**config.mk**
```make
export PLATFORM = sky130hd
export DESIGN_NAME = sr_bank_ctrl
export DESIGN_NICKNAME = d
export VERILOG_FILES = /design/src/rtl/sr_bank_ctrl.sv
export SDC_FILE = /design/constraint.sdc
export NUM_CORES = 1
export LEC_CHECK = 0
export CAP_MARGIN = 5
export CORE_MARGIN = 2
export CORE_UTILIZATION = 30
export CTS_BUF_LIST = sky130_fd_sc_hd__clkbuf_16
export CTS_CLUSTER_DIAMETER = 50
export CTS_CLUSTER_SIZE = 28
export DETAILED_ROUTE_END_ITERATION = 10
export PLACE_DENSITY = 0.55
export SLEW_MARGIN = 0
export SYNTH_ARGS = -nofsm -noshare
export SYNTH_HDL_FRONTEND = slang
export SYNTH_SLANG_ARGS = --single-unit
```
**constraint.sdc**
```tcl
create_clock -name clk -period 6.4 [get_ports clk]
set_input_delay 0.96 -clock clk [delete_from_list [all_inputs] [get_ports clk]]
set_output_delay 0.96 -clock clk [all_outputs]
set_load 0.02 [all_outputs]
```
**src/rtl/sr_bank_ctrl.sv**
```systemverilog
// Round-robin controller sharing one bank of clocked SR flip-flops among NREQ requesters.
// Each operation pulses one s or r bit, checks the q feedback and returns done/err.
module sr_bank_ctrl #(
    parameter int NREQ  = 4,
    parameter int NBITS = 8,
    parameter int IDX_W = 3
) (
    input  logic                   clk,
    input  logic                   rst_n,
    input  logic [NREQ-1:0]        req,
    input  logic [NREQ-1:0]        op,
    input  logic [NREQ*IDX_W-1:0]  idx,
    output logic [NREQ-1:0]        gnt,
    output logic [NREQ-1:0]        done,
    output logic                   err,
    output logic                   busy,
    output logic [NBITS-1:0]       s,
    output logic [NBITS-1:0]       r,
    input  logic [NBITS-1:0]       q_fb
);

    localparam int CUR_W = (NREQ > 1) ? $clog2(NREQ) : 1;

    typedef enum logic [1:0] {IDLE, DRIVE, SETTLE, ACK} state_t;

    state_t             state, state_nx;
    logic [CUR_W-1:0]   rr, rr_nx;
    logic [CUR_W-1:0]   cur, cur_nx;
    logic               cap_op, cap_op_nx;
    logic [IDX_W-1:0]   cap_idx, cap_idx_nx;
    logic               bad, bad_nx;

    logic [NREQ-1:0]    gnt_nx, done_nx;
    logic               err_nx, busy_nx;
    logic [NBITS-1:0]   s_nx, r_nx;

    // Arbiter scan signals
    logic               found;
    logic [CUR_W-1:0]   win;
    logic [CUR_W-1:0]   cand;
    int                 sum;

    logic [IDX_W-1:0]   win_idx;
    logic [NBITS-1:0]   drive_mask;
    logic [NBITS-1:0]   cap_mask;
    logic               q_sel;

    // NOTE: every variable driven in always_comb gets a default first, so no
    // path leaves it unassigned and no latch is inferred; blocking '=' is used
    // here, non-blocking '<=' only in the clocked process.
    always_comb begin
        found = 1'b0;
        win   = rr;
        cand  = rr;
        sum   = 0;
        for (int k = 0; k < NREQ; k++) begin
            sum = int'(rr) + k;
            if (sum >= NREQ) sum = sum - NREQ;
            cand = CUR_W'(sum);
            if (!found && req[cand]) begin
                found = 1'b1;
                win   = cand;
            end
        end
    end

    // An out-of-range index shifts the single 1 out of the mask, leaving it zero.
    assign win_idx    = idx[win*IDX_W +: IDX_W];
    assign drive_mask = NBITS'(1) << win_idx;
    assign cap_mask   = NBITS'(1) << cap_idx;
    assign q_sel      = |(q_fb & cap_mask);

    always_comb begin
        state_nx   = state;
        rr_nx      = rr;
        cur_nx     = cur;
        cap_op_nx  = cap_op;
        cap_idx_nx = cap_idx;
        bad_nx     = bad;
        gnt_nx     = '0;
        done_nx    = '0;
        err_nx     = 1'b0;
        s_nx       = '0;
        r_nx       = '0;
        busy_nx    = 1'b1;

        case (state)
            IDLE: begin
                busy_nx = 1'b0;
                if (found) begin
                    state_nx   = DRIVE;
                    busy_nx    = 1'b1;
                    cur_nx     = win;
                    cap_op_nx  = op[win];
                    cap_idx_nx = win_idx;
                    bad_nx     = (drive_mask == '0);
                    gnt_nx     = NREQ'(1) << win;
                    s_nx       = op[win] ? drive_mask : '0;
                    r_nx       = op[win] ? '0 : drive_mask;
                end
            end
            DRIVE: begin
                state_nx = SETTLE;
            end
            SETTLE: begin
                state_nx = ACK;
                done_nx  = NREQ'(1) << cur;
                err_nx   = bad | (q_sel != cap_op);
            end
            ACK: begin
                state_nx = IDLE;
                busy_nx  = 1'b0;
                rr_nx    = (cur == CUR_W'(NREQ - 1)) ? '0 : cur + 1'b1;
            end
            default: begin
                state_nx = IDLE;
                busy_nx  = 1'b0;
            end
        endcase
    end

    always_ff @(posedge clk or negedge rst_n) begin
        if (!rst_n) begin
            state   <= IDLE;
            rr      <= '0;
            cur     <= '0;
            cap_op  <= 1'b0;
            cap_idx <= '0;
            bad     <= 1'b0;
            gnt     <= '0;
            done    <= '0;
            err     <= 1'b0;
            busy    <= 1'b0;
            s       <= '0;
            r       <= '0;
        end else begin
            state   <= state_nx;
            rr      <= rr_nx;
            cur     <= cur_nx;
            cap_op  <= cap_op_nx;
            cap_idx <= cap_idx_nx;
            bad     <= bad_nx;
            gnt     <= gnt_nx;
            done    <= done_nx;
            err     <= err_nx;
            busy    <= busy_nx;
            s       <= s_nx;
            r       <= r_nx;
        end
    end

endmodule

```
# Yosys cells after proc, flatten, opt, wreduce, memory -nomap -nowiden
# Index checks and enable logic that the tools add are counted.
dict set report op_classes {
  n_addsub 8
  n_mul 1
  order_cmp 9
  n_eq_ne 6
  shifts 5
  mux 37
  bitwise 2
  reduce_logical 10
}
# cell n
set op_table {}
lappend op_table {{$mux W8} 6}
lappend op_table {{$mux W2} 10}
lappend op_table {{$shl A1 B3 Y8 const A} 2}
lappend op_table {{$lt A2 B3 Y1 const B} 5}
lappend op_table {{$mux W4} 3}
lappend op_table {{$shiftx A12 B5 Y3} 1}
lappend op_table {{$mux W1} 11}
lappend op_table {{$bmux W1 S2} 5}
lappend op_table {{$ge A3 B3 Y1 const B} 3}
lappend op_table {{$and A8 B8 Y8} 1}
lappend op_table {{$logic_not A8 Y1} 1}
lappend op_table {{$pmux W2 S4} 1}
lappend op_table {{$reduce_or A8 Y1} 1}
lappend op_table {{$shl A1 B2 Y4 const A} 2}
lappend op_table {{$sub A2 B1 Y2 const B} 4}
lappend op_table {{$add A2 B2 Y3 const B} 2}
lappend op_table {{$eq A2 B2 Y1 const B} 3}
lappend op_table {{$mul A2 B2 Y4 const B} 1}
lappend op_table {{$add A2 B1 Y3 const B} 1}
lappend op_table {{$ge A2 B3 Y1 const B} 1}
lappend op_table {{$logic_and A1 B1 Y1} 3}
lappend op_table {{$logic_not A1 Y1} 3}
lappend op_table {{$add A2 B1 Y2 const B} 1}
lappend op_table {{$eq A2 B1 Y1 const B} 1}
lappend op_table {{6 further kinds} 6}
dict set report word_totals {
  register_bits 37
  input_bits 30
  out_inout_bits 26
  word_cells 90
}

# Depth between registers and ports, before layout
dict set report logic_depth {
  depth_word 20
  mapped_depth 8
  ltp_nobuf 6
}

# Worst setup path before layout
# OpenSTA, ideal clock, no wires.
dict set report synth_timing {
  path_kind {input port to flip-flop}
  start {in req[0]}
  end {reg s[0]}
  arrival_ps 2545
  t_required_ps 6333
  path_slack_ps 3788
  path_stages 8
  cell_sequence {and2b_1 > o21bai_1 > o311a_1 > buf_6 > mux2_1 > o2bb2a_4 > buf_2 > and4bb_2}
}
dict set report synth_via {
  elab_chain_cells 18
  word_cells_on_any_way 30
  classes_between {mul: 1; shift: 2; mux: 21; reduce/logical: 6}
}
# item line_no
set synth_rtl {}
lappend synth_rtl {{start, declared} 10} ;# input logic [NREQ-1:0] req,
lappend synth_rtl {{$bmux W1 S2} 60} ;# if (!found && req[cand]) begin
lappend synth_rtl {{$mux W1 (implied by the code)} 60}
lappend synth_rtl {{$mux W1} 60}
lappend synth_rtl {{$logic_not A1 Y1} 60}
lappend synth_rtl {{$logic_and A1 B1 Y1} 60}
lappend synth_rtl {{$mux W1} 60}
lappend synth_rtl {{$logic_not A1 Y1} 60}
lappend synth_rtl {{$logic_and A1 B1 Y1} 60}
lappend synth_rtl {{[3 not listed]} --}
lappend synth_rtl {{$mux W2} 60}
lappend synth_rtl {{$mul A2 B2 Y4} 68} ;# assign win_idx = idx[win*IDX_W +: IDX_W];
lappend synth_rtl {{$shiftx A12 B5 Y3} 68}
lappend synth_rtl {{$shl A1 B3 Y8} 69} ;# assign drive_mask = NBITS'(1) << win_idx;
lappend synth_rtl {{$mux W8} 98} ;# s_nx = op[win] ? drive_mask : '0;
lappend synth_rtl {{$mux W8 (*)} 90} ;# if (found) begin
lappend synth_rtl {{$mux W8 (*)} 87} ;# case (state)
lappend synth_rtl {{named net s_nx[0]} 35} ;# logic [NBITS-1:0] s_nx, r_nx;
lappend synth_rtl {{end signal, assigned} 147} ;# s <= s_nx;
lappend synth_rtl {{end, declared} 17} ;# output logic [NBITS-1:0] s,
# Mark *: on every way through the listed nets, which the timed path passes. The rest lies on a longest branch. The select of a mux whose other input is x is not followed.
# A chain may end at the register's enable or synchronous reset.

# Worst setup path after layout
dict set report layout_timing {
  start {in req[3]}
  end {reg s[4]}
}
# The elaborated chain is that of the path after synthesis.

==> flow_summary.ini <==
[status]
outcome = completed

[sta]
fin_tns_setup_ps = 0
fmax_mhz = 313
setup_slack_ps = 3210
slew_viol_final = 0
timing_worst_slew_pin_value_ps = 801
grt_setup_unrepaired = false
setup_viol = 0
clock_skew_ps = 3.51
period_minus_slack_ps = 3190
finalHoldViolCount = 0
timing.final.crit_share = 0.498
max-slew-margin-rel = 0.466

[synth]
yosys.cell_types.count = 40
mappedNetlistNets = 173
postSynthAreaPerCell_sq_um = 13.6
ys_seq_area_frac = 0.502
postSynthCellCount = 136
cell_area_after_synthesis_sq_um = 1840
ys_warn_count = 0
ys_ff_latch = 37

[setup_path]
regToRegSetupSlack_ps = 4100
reg2regPathDepth = 6
cp-end-kind = register
crit_chain = clkdlybuf4s50_1 > and2b_1 > o21ai_0 > o311a_1 > mux2i_1 > o22a_2 > and4bb_2
worst-setup-path-type = in2reg
worstReg2RegStart = rr[0]
cpMaxStageDelayCell = clkdlybuf4s50_1
worst_ep_required_time_ps = 6560
critical_path.top_delay_family = compound AO/OA/AOI/OAI gates
rr_endpoint = s[4]
worst_setup_path_start_kind = input pin
biggest_cell_delay_along_the_critical_path_ps = 570
worstPathMaxFanout = 10
timing.critical_path.buf_inv = 1
worst-endpoint-arrival_ps = 3350

[layout]
finish.net_count = 228
antenna-diode-count = 0
mostFrequentLayoutCells = clkdlybuf4s50_1, dfrtp_1, mux2i_1, nand2_1
ff_latch_area_sq_um = 926
fillerInstances = 569
drive_above_1_share = 0.156
area_of_the_multi_input_gates_sq_um = 843
area_growth_pct = 39.0
layout_commonest_cell = clkdlybuf4s50_1

[detailed_routing]
first_pass_iters = 4
vias = 1246
drt_iter0_drc = 51
route.detailed.vias_per_inst = 4.67
wl_per_cell_um = 14.5
drt_antenna_net_count = 0
detail_route.wirelength_um = 3860
remaining_drc_errors = 0

[power]
p_leak_nw = 1.11
power.density_cell_area_nw_per_um2 = 397
worst_ir_drop_vdd_mv = 0.225

[floorplanning]
initial_core_util = 0.311
fp.coreArea_sq_um = 5920
fp.dieArea_sq_um = 6790
std_cell_rows = 28
die_span_in_x_um = 82.4
fp.dieH_um = 82.4
top_level_ports = 56

[min_path]
min_path_type = reg2reg
min_path_cells = 1
whs_endpoint = bad
hold_start = bad

[clocking]
cts_root_buffer_type = clkbuf_16
clock_sinks = 37
clk_latency_ps = 270
clk_pin_slew_worst_paths_ps = 50
cts_hold_repair.buffers = 0
cts_repair_resize_count = 0
cts_setup_buffers = 0
clock_tree.buffer_depth = 2
numCtsBuffers = 5
cts_max_level = 2
tritoncts = built

[grt]
grt_max_degree = 38
grt_first_pass_wirelength_um = 6110
grt.overflow.total = 0
first_global_vias = 1286
track_usage = 0.123
grt_antenna_before_repair = 0

[placement]
gp_congestion = 0.754
port-buffer-count = 55
dp_hpwl_um = 2940
dp_slack_ps = 2960

[run]
drv_cap = 0
==> worst reg2reg max path, cell delays in order (launching register included) <==
cell and delay (ps):
dfrtp_1 390, and2b_1 240, o21bai_1 160, o311a_1 470
mux2i_1 330, o22a_2 330, and4bb_2 270
==> cell type report <==
type | instances | share of cell area
Clock buffer | 5 | 0.0488
Clock inverter | 3 | 0.00537
Inverter | 4 | 0.00586
Multi-Input combinational cell | 88 | 0.329
Sequential cell | 37 | 0.361
Tap cell | 75 | 0.0366
Timing Repair Buffer | 55 | 0.213
==> sequential cells by signal, indices dropped and copies added, names as in the netlist <==
signal,flops
gnt,4
bad,1
done,4
cap_idx,3
r,8
cap_op,1
err,1
rr,2
cur,2
busy,1
state,2
s,8
==> per-layer routing <==
layer	up-vias	track usage	routed length (um)
li1	598	-	-
met1	594	0.141	1620
met2	49	0.209	1900
met3	5	0.0315	286
met4	0	0.0650	55
met5	-	0	0
==> metrics by stage <==
step | utilization | std cells | instance area, sq um | hold slack, ps | power [mW]
2_1_floorplan | - | 136 | 1840 | 454 | 0.681
3_3_place_gp | 0.409 | 259 | 2420 | 471 | 0.782
3_5_place_dp | 0.409 | 259 | 2420 | 486 | 0.801
4_1_cts | 0.433 | 267 | 2560 | 498 | 1.03
5_1_grt | 0.433 | 267 | 2560 | 514 | 1.09
6_report | 0.433 | 267 | 2560 | 488 | 1.02
==> synthesized netlist by cell type <==
library cell / n / area, sq um
and2_1: 5 / 31.3
and2b_1: 2 / 15.0
and3_1: 1 / 6.26
and4b_1: 2 / 20.0
and4bb_2: 4 / 50.1
buf_2: 2 / 10.0
buf_6: 4 / 45.0
clkbuf_1: 1 / 3.75
dfrtp_1: 37 / 926
ha_1: 7 / 87.6
inv_1: 4 / 15.0
mux2_1: 1 / 11.3
mux2_2: 3 / 33.8
mux2_4: 2 / 30.0
mux2i_1: 10 / 100
mux4_2: 2 / 45.0
nand2_1: 9 / 33.8
nand2b_1: 2 / 12.5
nand3b_1: 1 / 7.51
nor2_1: 3 / 11.3
nor2b_1: 3 / 18.8
nor3_1: 1 / 5.00
nor3b_1: 2 / 15.0
nor4_1: 1 / 6.26
nor4_2: 1 / 12.5
nor4_4: 1 / 21.3
nor4b_2: 4 / 60.1
nor4b_4: 2 / 47.6
nor4bb_1: 2 / 20.0
o21a_1: 1 / 7.51
o21ai_0: 7 / 35.0
o21ai_1: 1 / 5.00
o21bai_1: 1 / 7.51
o22a_1: 1 / 8.76
o22a_2: 1 / 10.0
o2bb2a_4: 1 / 20.0
o311a_1: 1 / 10.0
o31ai_1: 1 / 7.51
o31ai_4: 1 / 21.3
xnor2_1: 1 / 8.76
==> report_power, final <==
group	total (mW)	switching, mW	internal [mW]
Sequential	0.334	0.0394	0.294
Clock	0.226	0.0853	0.141
Combinational	0.457	0.245	0.212
==> logic make-up (layout without fill, tap and decap cells) <==
logic type,after synthesis,in the layout,synth area share
simple gates,46,46,0.214
flops,37,37,0.502
mux,18,18,0.119
compound gates,16,16,0.0720
buf+inv,11,67,0.0400
fa+ha+maj,7,7,0.0475
xor+xnor,1,1,0.00475
==> worst max path at each step <==
stage,slack [ps],startpoint,end,depth (start not counted)
after floorplan,3790,req[0],s[0],8
after global placement,3090,req[3],r[5],7
after detailed placement,2960,req[3],s[4],7
after CTS,3250,req[3],s[4],7
after global routing,3090,req[3],r[5],7
final,3210,req[3],s[4],7
(Power assumes the default switching activity.)
